==> src/rtl/seven_seg_scanner.sv <==
// Multiplexed hex seven-segment scanner with dead time, decimal points,
// leading-zero blanking, per-digit blink and frame-synchronous value updates.
module seven_seg_scanner #(
  parameter int unsigned NUM_DIGITS   = 4,
  parameter int unsigned DIGIT_CYCLES = 50000,
  parameter int unsigned DEAD_CYCLES  = 500,
  parameter int unsigned BLINK_FRAMES = 64
) (
  input  logic                    clk,
  input  logic                    reset,
  input  logic [4*NUM_DIGITS-1:0] value,
  input  logic [NUM_DIGITS-1:0]   dp,
  input  logic                    load,
  input  logic [NUM_DIGITS-1:0]   blink,
  input  logic                    lz_en,
  output logic [7:0]              seg,
  output logic [NUM_DIGITS-1:0]   an,
  output logic                    frame_tick
);

  localparam int unsigned PW = $clog2(DIGIT_CYCLES);
  localparam int unsigned DW = (NUM_DIGITS > 1) ? $clog2(NUM_DIGITS) : 1;
  localparam int unsigned BW = (BLINK_FRAMES > 1) ? $clog2(BLINK_FRAMES) : 1;
  localparam logic [PW-1:0] PLast = PW'(DIGIT_CYCLES - 1);
  localparam logic [DW-1:0] DLast = DW'(NUM_DIGITS - 1);
  localparam logic [BW-1:0] BLast = BW'(BLINK_FRAMES - 1);

  logic [PW-1:0]           p_q, p_d;
  logic [DW-1:0]           d_q, d_d;
  logic [BW-1:0]           fc_q, fc_d;
  logic                    phase_q, phase_d;
  logic [4*NUM_DIGITS-1:0] pend_value_q, pend_value_d, sh_value_q, sh_value_d;
  logic [NUM_DIGITS-1:0]   pend_dp_q, pend_dp_d, sh_dp_q, sh_dp_d;
  logic [NUM_DIGITS-1:0]   pend_blink_q, pend_blink_d, sh_blink_q, sh_blink_d;
  logic                    pend_lz_q, pend_lz_d, sh_lz_q, sh_lz_d;
  logic                    pend_flag_q, pend_flag_d;
  logic [7:0]              seg_q, seg_d;
  logic [NUM_DIGITS-1:0]   an_q, an_d;
  logic                    tick_q, tick_d;

  logic                    frame_end;
  logic                    zeros_above;
  logic                    blank;
  logic [NUM_DIGITS-1:0]   lz_blank;
  logic [3:0]              nib;

  function automatic logic [6:0] hex7(input logic [3:0] n);
    unique case (n)
      4'h0: hex7 = 7'h40;
      4'h1: hex7 = 7'h79;
      4'h2: hex7 = 7'h24;
      4'h3: hex7 = 7'h30;
      4'h4: hex7 = 7'h19;
      4'h5: hex7 = 7'h12;
      4'h6: hex7 = 7'h02;
      4'h7: hex7 = 7'h78;
      4'h8: hex7 = 7'h00;
      4'h9: hex7 = 7'h10;
      4'hA: hex7 = 7'h08;
      4'hB: hex7 = 7'h03;
      4'hC: hex7 = 7'h46;
      4'hD: hex7 = 7'h21;
      4'hE: hex7 = 7'h06;
      default: hex7 = 7'h0E;
    endcase
  endfunction

  always_comb begin
    frame_end = (p_q == PLast) && (d_q == DLast);

    p_d = (p_q == PLast) ? '0 : p_q + 1'b1;
    d_d = d_q;
    if (p_q == PLast) begin
      d_d = (d_q == DLast) ? '0 : d_q + 1'b1;
    end

    fc_d    = fc_q;
    phase_d = phase_q;
    if (frame_end) begin
      if (fc_q == BLast) begin
        fc_d    = '0;
        phase_d = ~phase_q;
      end else begin
        fc_d = fc_q + 1'b1;
      end
    end

    // Shadow takes the old pending contents before a same-cycle load overwrites pending.
    sh_value_d = sh_value_q;
    sh_dp_d    = sh_dp_q;
    sh_blink_d = sh_blink_q;
    sh_lz_d    = sh_lz_q;
    if (frame_end && pend_flag_q) begin
      sh_value_d = pend_value_q;
      sh_dp_d    = pend_dp_q;
      sh_blink_d = pend_blink_q;
      sh_lz_d    = pend_lz_q;
    end

    pend_value_d = pend_value_q;
    pend_dp_d    = pend_dp_q;
    pend_blink_d = pend_blink_q;
    pend_lz_d    = pend_lz_q;
    pend_flag_d  = pend_flag_q;
    if (load) begin
      pend_value_d = value;
      pend_dp_d    = dp;
      pend_blink_d = blink;
      pend_lz_d    = lz_en;
      pend_flag_d  = 1'b1;
    end else if (frame_end) begin
      pend_flag_d = 1'b0;
    end

    zeros_above = 1'b1;
    lz_blank    = '0;
    for (int k = int'(NUM_DIGITS) - 1; k >= 1; k--) begin
      zeros_above = zeros_above & (sh_value_q[4*k +: 4] == 4'h0);
      lz_blank[k] = zeros_above;
    end

    nib   = sh_value_q[4*int'(d_q) +: 4];
    blank = (32'(p_q) < DEAD_CYCLES) || (sh_lz_q && lz_blank[d_q]) ||
            (phase_q && sh_blink_q[d_q]);

    seg_d = 8'hFF;
    an_d  = '1;
    if (!blank) begin
      seg_d = {~sh_dp_q[d_q], hex7(nib)};
      for (int k = 0; k < int'(NUM_DIGITS); k++) begin
        an_d[k] = (k != int'(d_q));
      end
    end

    tick_d = frame_end;
  end

  always_ff @(posedge clk) begin
    if (!reset) begin
      p_q          <= '0;
      d_q          <= '0;
      fc_q         <= '0;
      phase_q      <= 1'b0;
      pend_value_q <= '0;
      pend_dp_q    <= '0;
      pend_blink_q <= '0;
      pend_lz_q    <= 1'b0;
      pend_flag_q  <= 1'b0;
      sh_value_q   <= '0;
      sh_dp_q      <= '0;
      sh_blink_q   <= '0;
      sh_lz_q      <= 1'b0;
      seg_q        <= 8'hFF;
      an_q         <= '1;
      tick_q       <= 1'b0;
    end else begin
      p_q          <= p_d;
      d_q          <= d_d;
      fc_q         <= fc_d;
      phase_q      <= phase_d;
      pend_value_q <= pend_value_d;
      pend_dp_q    <= pend_dp_d;
      pend_blink_q <= pend_blink_d;
      pend_lz_q    <= pend_lz_d;
      pend_flag_q  <= pend_flag_d;
      sh_value_q   <= sh_value_d;
      sh_dp_q      <= sh_dp_d;
      sh_blink_q   <= sh_blink_d;
      sh_lz_q      <= sh_lz_d;
      seg_q        <= seg_d;
      an_q         <= an_d;
      tick_q       <= tick_d;
    end
  end

  assign seg        = seg_q;
  assign an         = an_q;
  assign frame_tick = tick_q;

endmodule

==> config.mk <==
export PLATFORM = sky130hd
export DESIGN_NAME = seven_seg_scanner
export DESIGN_NICKNAME = d
export VERILOG_FILES = /design/src/rtl/seven_seg_scanner.sv
export SDC_FILE = /design/constraint.sdc
export NUM_CORES = 1
export LEC_CHECK = 0
export BUFFER_PORTS_ARGS = -buffer_cell sky130_fd_sc_hd__buf_4
export CAP_MARGIN = 20
export CORE_ASPECT_RATIO = 0.7
export CORE_MARGIN = 1.5
export CORE_UTILIZATION = 40
export CTS_CLUSTER_DIAMETER = 50
export DETAILED_ROUTE_END_ITERATION = 10
export PLACE_DENSITY_LB_ADDON = 0.25
export RECOVER_POWER = 25
export SLEW_MARGIN = 25
export SYNTH_ARGS = -nofsm -noshare
export SYNTH_HDL_FRONTEND = slang
export SYNTH_SLANG_ARGS = --single-unit
==> constraint.sdc <==
create_clock -name clk -period 3.1 [get_ports clk]
set_input_delay 0.31 -clock clk [delete_from_list [all_inputs] [get_ports clk]]
set_output_delay 0.31 -clock clk [all_outputs]
set_load 0.05 [all_outputs]
* Yosys cells after proc, flatten, opt, wreduce, memory -nomap -nowiden
Memories as Yosys holds them, arrays and structs flattened. A register that Yosys moved wholly into a read port is not among the register bits.
Index checks and enable logic that the tools add are counted.
** Cells by class
- Equality and inequality tests :: 6
- Add/subtract/negate cells :: 3
- Div/mod/pow operators :: 0
- Shift-type cells :: 1
- $lt $le $gt $ge :: 2
- Reduce and logical (&&, ||, !) cells :: 14
- Bitwise operators :: 5
- Muxes and demuxes :: 10
- Multiply operators :: 0
** Operators by type and width (count)
- $add A16 B1 Y16 const B :: 1
- $eq A16 B16 Y1 const B :: 1
- $lt A16 B9 Y1 const B :: 1
- $shiftx A16 B5 Y4 :: 1
- $logic_not A4 Y1 :: 3
- $add A6 B1 Y6 const B :: 1
- $bmux W1 S2 :: 3
- $eq A6 B6 Y1 const B :: 1
- $mux W6 :: 1
- $mux W1 :: 5
- $logic_and A1 B1 Y1 :: 4
- $ne A2 B2 Y1 const A :: 2
- $reduce_bool A2 Y1 :: 2
- $reduce_or A2 Y1 :: 2
- $lt A2 B3 Y1 const B :: 1
- $not A1 Y1 :: 3
- $add A2 B1 Y2 const B :: 1
- $and A1 B1 Y1 :: 2
- $eq A2 B2 Y1 const B :: 1
- $logic_or A1 B1 Y1 :: 2
- $mux W2 :: 1
- $ne A1 B2 Y1 const A :: 1
- $reduce_and A2 Y1 :: 1
** Word-level totals
- ROM bits :: 112
- Latch bits :: 0
- Memories :: 1
- Register bits :: 89
- Output and inout port bits :: 13
- Bits in writable memories :: 0
- Logic and storage cells :: 58
- Input bits :: 28
** Memories
- (name not given) :: words 16, width 7, rd ports 1, clocked after Yosys merged registers in 1, wr ports 0, RTL line 48 : unique case (n)

* Longest topological paths before layout
- Word-level depth :: 9
- Gate-level depth with buffers :: 8
- Mapped depth without buffers :: 7

* Worst setup path before layout
Ideal clock, no wire load.
- Path kind :: reg-to-reg
- Start :: reg d_q[0]
- End :: reg seg_q[5] (netlist: seg[5])
- Data arrival time :: 1.863 ns
- Required time :: 2.963 ns
- Library setup time :: 0.137 ns
- Slack :: 1.099 ns
- Cell stages (with the launch flop) :: 7
- Path buffers :: 1
- Path through :: dfxtp_1 -> buf_6 -> mux4_1 -> ha_1 -> mux2_2 -> a21oi_1 -> nand3_1
** Between the ends
- Longest elaborated chain between the ends :: 6
- Elaborated cells on any way between the ends :: 10
- Classes of those cells :: shift: 1; mux: 4; reduce/logical: 5
** Ends and longest elaborated chain
- from (decl) :: RTL line 29 : logic [DW-1:0] d_q, d_d;
- from (signal assigned) :: RTL line 141 : d_q <= '0;
- from (signal assigned) :: RTL line 158 : d_q <= d_d;
- $bmux W1 S2 :: RTL line 123 : blank = (32'(p_q) < DEAD_CYCLES) || (sh_lz_q && lz_blank[d_q]) ||
- $mux W1 (implied by the code) :: RTL line 123
- $logic_and A1 B1 Y1 :: RTL line 123
- $logic_or A1 B1 Y1 (2 in a row) :: RTL line 123
- $reduce_or A2 Y1 (no source line)
- to (decl) :: RTL line 37 : logic [7:0] seg_q, seg_d;
Several ways; a longest one is shown, not always the timed one. The select of a mux whose other input is x is not followed.
A chain may end at the register's enable or synchronous reset.

* Worst setup path after layout
- Start :: reg d_q[0]
- End :: reg seg_q[3] (netlist: seg[3])
The elaborated chain is that of the path after synthesis.

==> results.ini <==
[setup_path]
crit_type = flop to flop
critPathLaunch = d_q[0]
cp_max_fo = 10
timing.rr.start = d_q[0]
cp-start-kind = flop
reg2reg_to = seg[3]
r2r_slack_ns = 0.77
cp-end-kind = flop
arrival_ns = 2.61
required_ns = 3.37
rr_worst_depth = 6

[timing]
fin_worst_skew_ns = 0.006277
max_slew_margin_pct = 19.70
fin_tns_setup_ns = 0
rsz0062_at_grt = false
tightestPinTransition_ns = 1.205
setup-violations-final = 0
period_needed_ns = 2.333
fin_crit_sh_pct = 75.27
finalMaxSlewViolations = 0
fmax_mhz = 428.6
hold_viol = 0

[yosys]
syn_avg_cell_area_um2 = 9.526
syn_nets = 462
synth_edf_count = 0
ys_types = 48
synth_top_area_share_pct = 44.32
ys_ff_latch = 89
yosysTopAreaCell = dfxtp_1
syn_inst = 422
yosysWarnings = 0
yosys-top-cells-area = dfxtp_1 44%, mux2i_1 7.7%, o31ai_1 5.2%, nand4_1 5.0%, a21oi_1 4.7%
ys_seq_area_share_pct = 44.32
synth-async-reset-ratio_pct = 0
ys_dominant_reg_cell = dfxtp_1
netlist_area_mm2 = 0.004020

[route]
dr.pass1.iters = 4
drt_iter0_drc = 259
drt-vias-per-instance = 5.421
drcViolationCount = 0
vias = 3117
wirelength_um = 8742
ant_nets = 0
wl_per_cell_um = 15.20

[pwr]
p_leak_nw = 1.707
vdd_drop_max_uv = 375.5
power_density_mw_per_mm2 = 510.4

[placement]
dp_cells = 559
place_hpwl_um = 5838
place.gp.congestion = 0.7628
port_buffers = 40

[status]
status = finished clean

[worst_hold_path]
min_path_type = input pin to flop
min_to = pend_value_q[8]
hp-start = value[8]
hold_depth = 3

[floorplanning]
start_util_pct = 41.35
ioPinCount = 41
fp.dieW_um = 122.8
rows = 30
fp.dieH_um = 86.88
die_area_mm2 = 0.01067
core_mm2 = 0.009722

[global_route]
grt_max_degree = 60
grt_pass1_vias = 2763
grt_use_total_pct = 17.49
gr-total-overflow = 0
antenna_found_initial = 0
grt_pass1_wl_um = 14520

[clock_network]
cts-root-buf = clkbuf_16
clockBufferDepth = 2
cts_resized = 0
postCtsSetupRepairBufs = 0
cts_hold_buf = 0
insertion_delay_ns = 0.34
cts-buffers-inserted = 9
cts_tree = yes
htree_levels = 3
path_clk_slew_ns = 0.06
clock-sinks = 89

[finish]
final_util_pct = 47.70
drive_gt1_share_pct = 16.33
nets = 482
instances_no_fill = 575
antenna_cells = 0
area_growth_pct = 15.34

[run]
maxCapViolCount = 0

how the worst max path moves through the flow:
stage	end
floorplan	seg[5]
global placement	seg[5]
detailed placement	seg[2]
CTS	seg[3]
global route	sh_dp_q[3]
finish	seg[3]
Yosys cell counts, types with 5 or more instances:
cell	number
nand4_1	32
mux2i_1	31
xor2_1	5
xnor2_1	5
nand2_1	15
inv_1	10
o31ai_1	28
dfxtp_1	89
clkbuf_1	19
nor2_1	37
o21ai_0	6
ha_1	12
nor3_1	7
nand3_1	19
or4_1	6
a21oi_1	38
buf_2	9
buf_1	5
placed cells by master (no fill, tap or decap), drive strengths merged, types with 2 or more instances in the layout:
cell type | synthesis | layout
nor2 | 37 | 37
a21oi | 38 | 38
clkbuf | 20 | 11
nand2b | 2 | 2
mux2 | 3 | 3
or3 | 3 | 3
mux2i | 31 | 31
clkinv | 2 | 8
nand3 | 20 | 20
nor4 | 4 | 4
nand2 | 15 | 15
and4 | 3 | 3
buf | 17 | 44
dfxtp | 89 | 89
nand4 | 32 | 32
inv | 10 | 10
ha | 12 | 12
mux4 | 6 | 6
o21ai | 6 | 6
xnor2 | 5 | 5
o211ai | 2 | 2
and3 | 3 | 3
xor2 | 5 | 5
o31ai | 28 | 28
or4 | 6 | 6
a221oi | 2 | 2
nor3 | 7 | 7
area by class of cell:
type	instances	area (µm²)
sequential	89	1782
multi-input combinational	284	2014
tap	128	160.2
clock buffer	9	225.2
fill	943	5085
inverter	12	45.04
timing repair buffer	46	339.1
clock inverter	7	71.32
kinds of logic after synthesis:
| logic type | count (synthesis) | synth area share, % |
|---|---|---|
| muxes | 40 | 12.20 |
| AOI/OAI and AO/OA | 83 | 13.32 |
| buffers and inverters | 49 | 5.571 |
| DFF | 89 | 44.32 |
| and+or+nand+nor | 139 | 18.67 |
| xor gates and xnor gates | 10 | 2.179 |
| adders and majority gates | 12 | 3.735 |
metal layers:
layer	routed length [µm]	GRT usage, %
met1	4749	27.01
met2	3403	23.08
met3	476	4.843
met4	112	5.391
met5	0	0
per-stage QoR:
step	area (µm²)	power, W	setup WS [ns]	hold slack, ns
floorplan	4020	0.001269	1.099	0.4297
global route	4637	0.002451	0.5427	0.2036
CTS	4643	0.002399	0.7520	0.1923
finish	4637	0.002366	0.7667	0.1996
detailed placement	4347	0.001312	0.7710	0.4641
global placement	4347	0.001308	0.8532	0.4488
critical path, cell delays in order, from the launching register on:
cell and delay (ns):
dfxtp_1 0.61, mux4_1 0.73, inv_1 0.19, ha_1 0.29, mux2i_1 0.11, mux2_2 0.27, nand3_1 0.07
registers in the layout (all words and copies together), names as in the netlist:
signal / flops
p_q: 16
pend_value_q: 16
sh_value_q: 16
seg: 8
fc_q: 6
an: 4
pend_blink_q: 4
pend_dp_q: 4
sh_blink_q: 4
sh_dp_q: 4
d_q: 2
frame_tick: 1
pend_flag_q: 1
pend_lz_q: 1
phase_q: 1
sh_lz_q: 1
where the power goes:
| part | leakage [nW] | total [W] | internal (W) | switching (W) |
|---|---|---|---|---|
| Combinational | 0.835 | 0.000103 | 0.0000466 | 0.0000561 |
| Sequential | 0.723 | 0.00118 | 0.00117 | 0.0000143 |
| Clock | 0.149 | 0.00108 | 0.000624 | 0.000458 |
| Total | 1.71 | 0.00237 | 0.00184 | 0.000529 |
Note: power is estimated with default switching activity, not from simulation.
